### config.mk
export PLATFORM = sky130hd
export DESIGN_NAME = seg7_scan_ctrl
export DESIGN_NICKNAME = d
export VERILOG_FILES = /design/src/rtl/seg7_pkg.sv /design/src/rtl/seg7_slot_timer.sv /design/src/rtl/seg7_scan_ctrl.sv
export SDC_FILE = /design/constraint.sdc
export NUM_CORES = 1
export LEC_CHECK = 0
export CAP_MARGIN = 15
export CORE_ASPECT_RATIO = 1.75
export CORE_UTILIZATION = 45
export CTS_CLUSTER_DIAMETER = 60
export DETAILED_ROUTE_END_ITERATION = 8
export PLACE_DENSITY = 0.69
export SETUP_SLACK_MARGIN = 0.1
export SLEW_MARGIN = 20
export SYNTH_ARGS = -nofsm -noshare
export SYNTH_HDL_FRONTEND = slang
export SYNTH_HIERARCHICAL = 1
export SYNTH_SLANG_ARGS = --single-unit
### constraint.sdc
create_clock -name clk -period 3.4 [get_ports clk]
set_input_delay 0.68 -clock clk [delete_from_list [all_inputs] [get_ports clk]]
set_output_delay 0.68 -clock clk [all_outputs]
set_load 0.03 [all_outputs]
### src/rtl/seg7_pkg.sv
// Shared constants, state encoding and digit-slice helper for the 7-segment scan controller.
package seg7_pkg;

   localparam int SEG7_CODE_W = 4;

   typedef enum logic [0:0] {
      DEAD  = 1'b0,
      DRIVE = 1'b1
   } seg7_state_e;

   // Wide enough for the largest supported bank (8 digits); callers slice to NUM_DIGITS.
   localparam logic [7:0] ANODE_OFF = 8'hFF;

   function automatic logic [SEG7_CODE_W-1:0] get_digit(input logic [8*SEG7_CODE_W-1:0] vec,
                                                        input logic [2:0] k);
      return vec[{k, 2'b00} +: SEG7_CODE_W];
   endfunction

endpackage

### src/rtl/seg7_slot_timer.sv
// Slot timer: alternates DEAD_CYC dark cycles and ON_CYC drive cycles, done on each slot half's last cycle.
// en=0 parks the timer at the start of a DEAD phase.
module seg7_slot_timer
   import seg7_pkg::*;
#(
   parameter int ON_CYC   = 50000,
   parameter int DEAD_CYC = 16
) (
   input  logic clk,
   input  logic rst_n,
   input  logic en,
   output logic state,
   output logic done
);

   localparam int MAX_CYC = (ON_CYC > DEAD_CYC) ? ON_CYC : DEAD_CYC;
   localparam int CNT_W   = (MAX_CYC > 1) ? $clog2(MAX_CYC) : 1;
   localparam logic [0:0] ST_DEAD  = 1'(DEAD);
   localparam logic [0:0] ST_DRIVE = 1'(DRIVE);

   logic [CNT_W-1:0] cnt;
   logic             term;

   assign term = (state == ST_DRIVE) ? (cnt == CNT_W'(ON_CYC - 1))
                                     : (cnt == CNT_W'(DEAD_CYC - 1));
   assign done = en & term;

   always_ff @(posedge clk or negedge rst_n) begin
      if (!rst_n) begin
         state <= ST_DEAD;
         cnt   <= '0;
      end else if (!en) begin
         state <= ST_DEAD;
         cnt   <= '0;
      end else if (term) begin
         state <= ~state;
         cnt   <= '0;
      end else begin
         cnt   <= cnt + CNT_W'(1);
      end
   end

endmodule

### src/rtl/seg7_scan_ctrl.sv
// Multiplexed common-anode scan controller with dead-time and frame-boundary data commit.
// Optional leading-zero blanking is enabled by defining SEG7_LZB_EN.
module seg7_scan_ctrl
   import seg7_pkg::*;
#(
   parameter int NUM_DIGITS = 4,
   parameter int ON_CYC     = 50000,
   parameter int DEAD_CYC   = 16
) (
   input  logic                              clk,
   input  logic                              rst_n,
   input  logic                              en,
   input  logic                              load,
   input  logic [SEG7_CODE_W*NUM_DIGITS-1:0] digits_in,
   input  logic [NUM_DIGITS-1:0]             blank_in,
   output logic [SEG7_CODE_W-1:0]            dig_code,
   output logic [NUM_DIGITS-1:0]             an_n,
   output logic                              frame_ack,
   output logic                              busy
);

   localparam int IDX_W = $clog2(NUM_DIGITS);
   localparam int DW    = SEG7_CODE_W * NUM_DIGITS;
   localparam logic [IDX_W-1:0] LAST_IDX = IDX_W'(NUM_DIGITS - 1);
   localparam logic [0:0]       ST_DRIVE = 1'(DRIVE);

   logic                  state;
   logic                  done;
   logic                  slot_end;
   logic                  commit;
   logic [IDX_W-1:0]      idx;
   logic [IDX_W-1:0]      idx_nxt;
   logic [DW-1:0]         stage_dig;
   logic [DW-1:0]         shadow_dig;
   logic [DW-1:0]         shadow_dig_nxt;
   logic [NUM_DIGITS-1:0] stage_blank;
   logic [NUM_DIGITS-1:0] shadow_blank;
   logic [NUM_DIGITS-1:0] auto_blank;

   seg7_slot_timer #(
      .ON_CYC   (ON_CYC),
      .DEAD_CYC (DEAD_CYC)
   ) u_timer (
      .clk   (clk),
      .rst_n (rst_n),
      .en    (en),
      .state (state),
      .done  (done)
   );

   assign slot_end = done && (state == ST_DRIVE);
   // Disabling the scan is treated as a frame boundary so pending data is not held hostage.
   assign commit   = busy && ((slot_end && (idx == LAST_IDX)) || !en);

   assign shadow_dig_nxt = commit ? stage_dig : shadow_dig;

   always_comb begin
      idx_nxt = idx;
      if (!en)
         idx_nxt = '0;
      else if (slot_end)
         idx_nxt = (idx == LAST_IDX) ? '0 : idx + IDX_W'(1);
   end

   always_ff @(posedge clk or negedge rst_n) begin
      if (!rst_n) begin
         idx          <= '0;
         stage_dig    <= '0;
         stage_blank  <= '0;
         shadow_dig   <= '0;
         shadow_blank <= '1;
         busy         <= 1'b0;
         frame_ack    <= 1'b0;
         dig_code     <= '0;
      end else begin
         idx       <= idx_nxt;
         frame_ack <= commit;
         busy      <= load | (busy & ~commit);
         if (load) begin
            stage_dig   <= digits_in;
            stage_blank <= blank_in;
         end
         if (commit) begin
            shadow_dig   <= stage_dig;
            shadow_blank <= stage_blank;
         end
         // Code is set as the slot's dark phase begins, so the decoder settles before the anode fires.
         if (!en || slot_end)
            dig_code <= get_digit(32'(shadow_dig_nxt), 3'(idx_nxt));
      end
   end

`ifdef SEG7_LZB_EN
   logic zero_run;
   always_comb begin
      auto_blank = '0;
      zero_run   = 1'b1;
      for (int k = NUM_DIGITS - 1; k >= 1; k--) begin
         zero_run      = zero_run && (get_digit(32'(shadow_dig), 3'(k)) == '0);
         auto_blank[k] = zero_run;
      end
   end
`else
   assign auto_blank = '0;
`endif

   always_comb begin
      an_n = ANODE_OFF[NUM_DIGITS-1:0];
      if ((state == ST_DRIVE) && !(shadow_blank[idx] || auto_blank[idx]))
         an_n[idx] = 1'b0;
   end

endmodule

==> qor.yml <==
global_route:
  grt_pass1_vias: 2273
  grt_start_max_net_pins: 34
  grt_pass1_wl_mm: 10.7
  overflow: 0
  grtUsageTotal_pct: 20.2
  antenna_found_initial: 0
clocking:
  cts_resized: 0
  cts_tree: "yes"
  clk_path_buf_depth: 2
  htreeDepth: 3
  clock_latency_ns: 0.33
  cts.clk_slew.worst_paths_ns: 0.05
  cts_sinks: 65
  cts_inserted_buffers: 9
  cts_root_buf: "clkbuf_16"
  post_cts_buffers: 0
  hold_buffers: 0
finish:
  syn_to_final_growth_pct: 24.2
  layout_common_cells: "dfrtp_1 (61), clkdlybuf4s50_1 (32), mux2_2 (28)"
  stdcell_count: 387
  fill_cells: 577
  multi_input_area_sq_um: 1330
  fin_nets: 329
  final_cell_area_sq_um: 3770
  antennaDiodeCount: 0
  mostFrequentLayoutCell: "dfrtp_1"
  seq_area_sq_um: 1630
  drive_gt1_share_pct: 20.0
yosys:
  synthArstFlopShare_pct: 100
  syn_nets: 292
  synth-seq-cells: 65
  synth_edf_count: 0
  netlist_instances: 263
  yosysWarnings: 6
  synth_flop_cell: "dfrtp_1"
  syn_area_per_cell_sq_um: 11.5
  synth_cell_types: 46
  syn-cell-area_sq_um: 3030
  seq_area_frac_synth_pct: 53.8
sta:
  slew_headroom_pct: 32.6
  post-route-min-period_ns: 3.04
  fmax_mhz: 329
  fin_setup_tns_ns: 0
  fin_crit_sh_pct: 89.3
  setup_viol: 0
  worst_pin_slew_ns: 1.01
  rsz0062_at_grt: "false"
  final-hold-violation-count: 0
  finClkSkew_ns: 0.00580
  drv_slew: 0
placement:
  placed_cells: 371
  gp_congestion: 0.942
  portBuffers: 33
  dp_hpwl_mm: 4.45
  placed_area_sq_um: 3460
floorplanning:
  fp.dieW_microns: 64.1
  rows: 39
  die_area_sq_um: 7090
  die_h_microns: 111
  start_util_pct: 46.4
  io_pins: 34
  core_area_sq_um: 6540
drt:
  dr.pass1.iters: 4
  vias: 2206
  vias_per_cell: 5.70
  drt_first_iter_violations: 112
  wire_per_inst_microns: 16.5
  drc: 0
  routed_wl_mm: 6.39
  final_antenna_net_count: 0
pwr:
  pwr-share-seq_pct: 44.1
  power_frac_clock_pct: 45.9
  intPower_mw: 1.59
  power_density_nw_per_um2: 542
  p_switching_mw: 0.451
  switching_share_pct: 22.1
  p_leak_nw: 1.59
  combPwrFrac_pct: 10.0
  ir_worst_vdd_mv: 0.369
  finalPower_mw: 2.04
min_path:
  hold_path.class: "in -> async"
setup_path:
  required_ns: 3.62
  cp-start-kind: "register"
  cp.arrival_ns: 3.26
  setup.worst_path.end_class: "register"
  crit_fanout: 8
  max_stage_delay_ns: 0.58
  crit_chain: "or4_1 -> or4_4 -> nor3b_1 -> buf_4 -> nand4bb_1 -> a221oi_4 -> nand3_1 -> a32o_1"
  slowest_stage: "or4_4"
  crit_type: "reg -> reg"
flow_run:
  drv_cap: 0
outcome:
  status: "complete, no violations"
cells by family after synthesis:
logic type	share of synthesized area (%)
buf+inv	2.39
compound gates	10.6
flops	53.8
xor+xnor	4.04
simple gates	15.8
mux	11.3
fa+ha+maj	2.06
registers in the layout (all words and copies together) (netlist names):
| signal | flops |
|---|---|
| u_timer/cnt | 16 |
| shadow_blank | 4 |
| shadow_dig | 16 |
| dig_code | 4 |
| idx | 2 |
| busy | 1 |
| frame_ack | 1 |
| u_timer/state | 1 |
| stage_dig | 16 |
| stage_blank | 4 |
power by group through the flow:
stage	logic [mW]	registers (mW)	clock network [mW]
floorplan	0.109	0.915	0
global placement	0.203	0.910	0
detailed placement	0.208	0.913	0
CTS	0.209	0.900	0.957
global route	0.226	0.908	0.994
finish	0.205	0.900	0.937
worst max-delay path, delay by kind of cell (launching register included):
| kind | cells | cell delay (ns) |
|---|---|---|
| AO/OA/AOI/OAI | 2 | 0.68 |
| buffers and inverters | 1 | 0.19 |
| AND/OR/NAND/NOR | 5 | 1.66 |
| flip-flops | 1 | 0.40 |
through the flow:
step / setup slack [ns] / hold WS, ns / util (%)
3_3_place_gp: 0.475 / 0.480 / 52.9
6_report: 0.362 / 0.416 / 57.6
3_5_place_dp: 0.407 / 0.488 / 52.9
4_1_cts: 0.344 / 0.434 / 57.6
5_1_grt: 0.235 / 0.479 / 57.6
2_1_floorplan: 0.332 / 0.384 / -
cells in the mapped netlist, types with 2 or more instances:
| cell | n | share of area [%] |
|---|---|---|
| or4_1 | 2 | 0.49 |
| o21ai_0 | 6 | 0.99 |
| nand3_1 | 22 | 3.6 |
| xnor2_1 | 9 | 2.6 |
| o211ai_1 | 12 | 3.0 |
| nand4_1 | 11 | 2.3 |
| buf_2 | 4 | 0.66 |
| mux2_2 | 28 | 10 |
| nor3_1 | 2 | 0.33 |
| nand2_1 | 21 | 2.6 |
| dfstp_2 | 4 | 3.5 |
| a32o_1 | 4 | 1.3 |
| inv_1 | 4 | 0.49 |
| xor2_1 | 5 | 1.4 |
| or3_1 | 3 | 0.62 |
| a21bo_2 | 2 | 0.66 |
| nor2_1 | 17 | 2.1 |
| dfrtp_1 | 61 | 50 |
| clkbuf_1 | 6 | 0.74 |
| a32oi_1 | 4 | 1.2 |
| a21oi_1 | 3 | 0.49 |
| ha_1 | 5 | 2.1 |
| nor4_1 | 5 | 1.0 |
final cells by class:
class / instances / share of cell area [%]
Clock inverter: 2 / 0.930
Multi-Input combinational cell: 181 / 35.3
Timing Repair Buffer: 38 / 9.96
Tap cell: 82 / 2.72
Sequential cell: 65 / 43.3
Inverter: 5 / 0.498
Clock buffer: 14 / 7.27
layer usage:
| metal | share of wire [%] | global-route usage, % | routed length (microns) |
|---|---|---|---|
| met5 | 0 | 0 | 0 |
| met4 | 3.1 | 11.2 | 201 |
| met2 | 53 | 33.3 | 3380 |
| met3 | 3.8 | 4.96 | 241 |
| met1 | 40 | 23.3 | 2570 |
path summary, 6_finish.rpt:
path	start	endpoint	slack, ns	depth (start not counted)
max in group asynchronous	rst_n	stage_dig[9]	2.36	2
worst min-delay path	rst_n	stage_blank[2]	0.42	1
worst min register to register	dig_code[0]	dig_code[0]	0.50	1
worst max-delay path	u_timer/cnt[13]	dig_code[3]	0.36	8
min in group clk	dig_code[0]	dig_code[0]	0.50	1
worst max register to register	u_timer/cnt[13]	dig_code[3]	0.36	8
(Power assumes the default switching activity.)
